--- src/rtl/day_set_ctrl.sv ---
// Day-of-week register for the clock display: advances on midnight in run mode,
// stepped by debounced up/down buttons in set mode with a blinking blank.
module day_set_ctrl #(
    parameter int DEBOUNCE_CYCLES = 4,
    parameter int BLINK_HALF      = 8
) (
    input  logic       clk,
    input  logic       rst_n,
    input  logic       set_mode,
    input  logic       day_tick,
    input  logic       btn_up,
    input  logic       btn_down,
    output logic [2:0] seg,
    output logic       blank,
    output logic       set_active
);
    localparam int DW = $clog2(DEBOUNCE_CYCLES);
    localparam int BW = $clog2(2 * BLINK_HALF);
    localparam logic [DW-1:0] DB_LAST = DW'(DEBOUNCE_CYCLES - 2);
    localparam logic [BW-1:0] BL_HALF = BW'(BLINK_HALF);
    localparam logic [BW-1:0] BL_MAX  = BW'(2 * BLINK_HALF - 1);

    typedef enum logic {RUN = 1'b0, SET = 1'b1} state_e;

    state_e        state_q, state_d;
    logic [1:0]    raw;
    logic [1:0]    s1_q, s2_q;
    logic [1:0]    lvl_q, lvl_d;
    logic [1:0]    press_q, press_d;
    logic [DW-1:0] cnt_q [2];
    logic [DW-1:0] cnt_d [2];
    logic [2:0]    seg_q, seg_d, seg_adv, seg_ret;
    logic [BW-1:0] blink_q, blink_d;

    // Bit 0 is the up button, bit 1 the down button.
    assign raw = {btn_down, btn_up};

    // cnt counts s2 samples differing from the accepted level; s1 is the sample
    // about to enter s2, so the level flips on the edge that completes the run.
    always_comb begin
        lvl_d   = lvl_q;
        press_d = 2'b00;
        for (int b = 0; b < 2; b++) begin
            cnt_d[b] = cnt_q[b];
            if (s2_q[b] == lvl_q[b]) begin
                cnt_d[b] = '0;
            end else if ((s1_q[b] != lvl_q[b]) && (cnt_q[b] == DB_LAST)) begin
                lvl_d[b]   = ~lvl_q[b];
                press_d[b] = ~lvl_q[b];
                cnt_d[b]   = '0;
            end else begin
                cnt_d[b] = cnt_q[b] + DW'(1);
            end
        end
    end

    assign seg_adv = (seg_q == 3'd6) ? 3'd0 : seg_q + 3'd1;
    assign seg_ret = (seg_q == 3'd0) ? 3'd6 : seg_q - 3'd1;

    always_comb begin
        state_d = set_mode ? SET : RUN;
        seg_d   = seg_q;
        blink_d = '0;
        if (state_q == RUN) begin
            if (day_tick) begin
                seg_d = seg_adv;
            end
        end else begin
            if (press_q == 2'b01) begin
                seg_d = seg_adv;
            end else if (press_q == 2'b10) begin
                seg_d = seg_ret;
            end
        end
        // Blink phase starts from zero on every entry into SET.
        if ((state_q == SET) && (state_d == SET)) begin
            blink_d = (blink_q == BL_MAX) ? '0 : blink_q + BW'(1);
        end
    end

    always_ff @(posedge clk or negedge rst_n) begin
        if (!rst_n) begin
            state_q <= RUN;
            s1_q    <= 2'b00;
            s2_q    <= 2'b00;
            lvl_q   <= 2'b00;
            press_q <= 2'b00;
            seg_q   <= 3'd0;
            blink_q <= '0;
            for (int b = 0; b < 2; b++) begin
                cnt_q[b] <= '0;
            end
        end else begin
            state_q <= state_d;
            s1_q    <= raw;
            s2_q    <= s1_q;
            lvl_q   <= lvl_d;
            press_q <= press_d;
            seg_q   <= seg_d;
            blink_q <= blink_d;
            for (int b = 0; b < 2; b++) begin
                cnt_q[b] <= cnt_d[b];
            end
        end
    end

    assign seg        = seg_q;
    assign set_active = (state_q == SET);
    assign blank      = (state_q == SET) && (blink_q >= BL_HALF);

endmodule

--- config.mk ---
export PLATFORM = sky130hd
export DESIGN_NAME = day_set_ctrl
export DESIGN_NICKNAME = d
export VERILOG_FILES = /design/src/rtl/day_set_ctrl.sv
export SDC_FILE = /design/constraint.sdc
export NUM_CORES = 1
export LEC_CHECK = 0
export CAP_MARGIN = 10
export CELL_PAD_IN_SITES_DETAIL_PLACEMENT = 1
export CELL_PAD_IN_SITES_GLOBAL_PLACEMENT = 2
export CORE_ASPECT_RATIO = 1.25
export CORE_MARGIN = 1.5
export CORE_UTILIZATION = 31
export DETAILED_ROUTE_END_ITERATION = 16
export PLACE_DENSITY_LB_ADDON = 0.1
export SLEW_MARGIN = 20
export SYNTH_ARGS = -nofsm -noshare
export SYNTH_HDL_FRONTEND = slang
export SYNTH_SLANG_ARGS = --single-unit
--- constraint.sdc ---
create_clock -name clk -period 1.25 [get_ports clk]
set_input_delay 0.25 -clock clk [delete_from_list [all_inputs] [get_ports clk]]
set_output_delay 0.25 -clock clk [all_outputs]
set_load 0.005 [all_outputs]
==> results by group <==
Route
  – Vias: 832
  – First-pass iteration count of the detailed router: 4
  – Detail Route Antenna Nets: 0
  – Wirelength per Cell: 13.9 um
  – Drt drc: 0
  – Vias/cell: 5.10
  – Final wirelength: roughly 2300 um
  – Number of DRC markers in iteration 0: 21

Placement
  – GPL Wtd Cong: between 0.7 and 0.8
  – Pre-CTS setup slack: -190 ps
  – Port bufs: 10
  – Placed cell area: 1210 um^2
  – Hpwl dp: roughly 1600 um
  – Cell count after placement: roughly 150

STA
  – Setup TNS: -513 ps
  – Peak Freq: just over 700 MHz
  – Max-slew violations: 0
  – Final setup vio count: 5
  – Worst slew margin: between 80% and 90%
  – Final period util: 112%
  – Hold Fails Final Rpt: 0
  – Post-layout minimum cycle time: between 1000 and 1500 ps
  – Setup ws final: -156 ps
  – Slew @ Worst Pin: between 200 and 300 ps
  – Final setup skew: 0.412 ps
  – RSZ-0062 raised after global routing: yes

GRT
  – Global-route wire length before repair: about 4000 um
  – Initial antenna violation count: 0
  – Vias in the first global route: approximately 860
  – Largest net degree at the start of global routing: 21
  – Gr ovfl total: 0
  – Gr usage total: ~15%

Hold path
  – Hold Path Class: in2async

Yosys
  – Synthesized cell area: 993 um^2
  – Synth Register Bits: 20
  – Seq/Total Area, Yosys: between 50% and 60%
  – Avg Inst Size Synth: about 10 um^2
  – Netlist cell types: 28
  – Syn nets: between 100 and 150
  – Synth Instances: between 90 and 100
  – Yosys warns: 0

Floorplan
  – Starting density of the core: 33.1%
  – I/O pins: 11
  – Core outline area: about 3000 um^2
  – Row count: 22
  – Die ar.: about 3600 um^2
  – Die H: around 66 um
  – Die Wd: roughly 54 um

Flow run
  – Max_cap viols: 0

Clock tree
  – Clk slew on worst S/H paths: approximately 110 ps
  – Clk buf depth: 2
  – Clock sink count: 20
  – Clock latency on the worst-skew pair: approximately 290 ps
  – CTS Root Cell: clkbuf_4
  – Cts bufs inserted: 3
  – CTS tree: done
  – H-tree depth: 1

Worst setup path
  – Worst reg-to-reg setup slack: -160 ps
  – Critical path endpoint category: flip-flop
  – Critical path arrival: ~1600 ps
  – Reg2Reg Depth: 7
  – Startpoint Class: flip-flop
  – Worst EP required: between 1000 and 1500 ps
  – Critical Setup Path Class: reg2reg
  – Crit-path max FO: 3

Final layout
  – Final core occ: 46.1%
  – Synth-to-Final Area Change: 39.3%
  – Antenna cells: 0
  – Final cell count without fillers: 163
  – Ratio of cells with drive above 1 in the final layout: 29.9%
  – Finished Cell Area: 1380 um^2
  – # nets final: 140

Pwr
  – Max VDD drop: between 0.0009 and 0.001 V
  – Comb pwr share: between 50% and 60%
  – Switch share: 34.2%
  – Internal Pwr Total: 1.59 mW
  – Part of the power in registers: roughly a third
  – Clock power frac: approximately 15%
  – Switch Pwr: 0.823 mW
  – Pwr per Cell Area: between 1500 and 2000 nW/um^2
  – Leak: roughly 0.62 nW

Status
  – Run status: complete, but fails checks
  – Failing checks: setup timing
path summary, 6_finish.rpt:
path                           from    endpoint
setup / recovery             seg[0]      seg[1]
hold / removal                rst_n  blink_q[3]
setup reg to reg             seg[0]      seg[1]
hold reg to reg             s1_q[1]     s2_q[1]
max in group asynchronous     rst_n      seg[2]
min in group clk           btn_down     s1_q[1]
logic make-up (layout without fill, tap and decap cells):
| kind of cell | after synthesis | in the layout | share of synthesized area [%] |
|---|---|---|---|
| mux | 4 | 4 | 4.53 |
| flops | 20 | 20 | 50.4 |
| buf+inv | 6 | 36 | 3.02 |
| xor+xnor | 2 | 2 | 1.76 |
| compound gates | 28 | 28 | 16.2 |
| fa+ha+maj | 6 | 6 | 7.56 |
| simple gates | 31 | 31 | 16.5 |
critical path, stage by stage, from the launching register on:
cell,delay (ps)
dfrtp_1,410
buf_6,140
inv_8,60
ha_4,140
nand2_1,70
o21ai_1,110
a21boi_1,100
mux2_2,270
synthesized netlist by cell type, drive strengths merged:
library cell / n / area (um^2)
a31oi: 1 / 6.26
nor3: 2 / 10.0
o22a: 1 / 8.76
xor2: 1 / 8.76
mux2i: 3 / 33.8
nand4b: 1 / 8.76
inv: 5 / 18.8
or2: 1 / 6.26
ha: 6 / 75.1
xnor2: 1 / 8.76
a311oi: 1 / 8.76
and3: 1 / 6.26
nand4: 2 / 12.5
and2b: 2 / 15.0
nand2b: 6 / 37.5
dfrtp: 20 / 500
and2: 1 / 6.26
o2bb2ai: 2 / 17.5
mux2: 1 / 11.3
nor2b: 2 / 12.5
a21oi: 14 / 70.1
o21ai: 7 / 35.0
buf: 1 / 11.3
nor2: 7 / 26.3
nand2: 6 / 22.5
a21boi: 2 / 15.0
stage by stage:
step,hold WS [ps],total power [mW]
final,290,2.41
after global routing,292,2.60
after CTS,284,2.38
after detailed placement,416,1.67
after global placement,412,1.65
after floorplan,-45.6,1.28
sequential cells by signal (all words and copies together), names as in the netlist:
signal and flops:
blink_q 4, cnt_q 4, lvl_q 2, press_q 2, s1_q 2, s2_q 2, seg 3, set_active 1
cells in the final DEF, fill, tap and decap left out, types with 2 or more instances in the layout:
cell             instances
clkdlybuf4s50_1          5
and2b_1                  2
o21ai_1                  2
clkbuf_2                 2
mux2i_1                  2
ha_1                     2
buf_6                    8
o2bb2ai_1                2
dfrtp_1                 19
inv_1                    3
clkbuf_4                 3
nand2b_1                 5
buf_4                   11
nor3_1                   2
nand2_1                  6
nand4_1                  2
o21ai_0                  5
a21oi_1                 14
nor2b_1                  2
ha_4                     4
nor2_1                   6
layout make-up:
type	instances	area [um^2]
fillers	344	1620
multi-input cells	71	529
flip-flops and latches	20	502
repair buffers	27	243
well taps	36	45.0
clock buffers	4	36.3
inverters	5	28.8
timing repair:
action / 4_1_cts / 5_1_grt
hold buffers: 0 / 0
setup endpoints to repair: 8 / 8
resized for setup: 30 / 12
buffers inserted: 8 / 1
pin swaps: 6 / 4
power groups by stage:
stage / Sequential [mW] / Clock (mW) / Combinational, mW
finish: 0.836 / 0.367 / 1.21
global route: 0.850 / 0.414 / 1.34
CTS: 0.840 / 0.388 / 1.15
detailed placement: 0.886 / 0 / 0.786
global placement: 0.878 / 0 / 0.770
floorplan: 0.865 / 0 / 0.418
layer usage:
| layer | vias to the layer above | track usage (%) | wire length (um) |
|---|---|---|---|
| li1 | 399 | - | - |
| met1 | 414 | 16.8 | 968 |
| met2 | 15 | 26.9 | 1180 |
| met3 | 4 | 2.71 | 65 |
| met4 | 0 | 6.09 | 48 |
| met5 | - | 0 | 0 |
(Power assumes the default switching activity.)
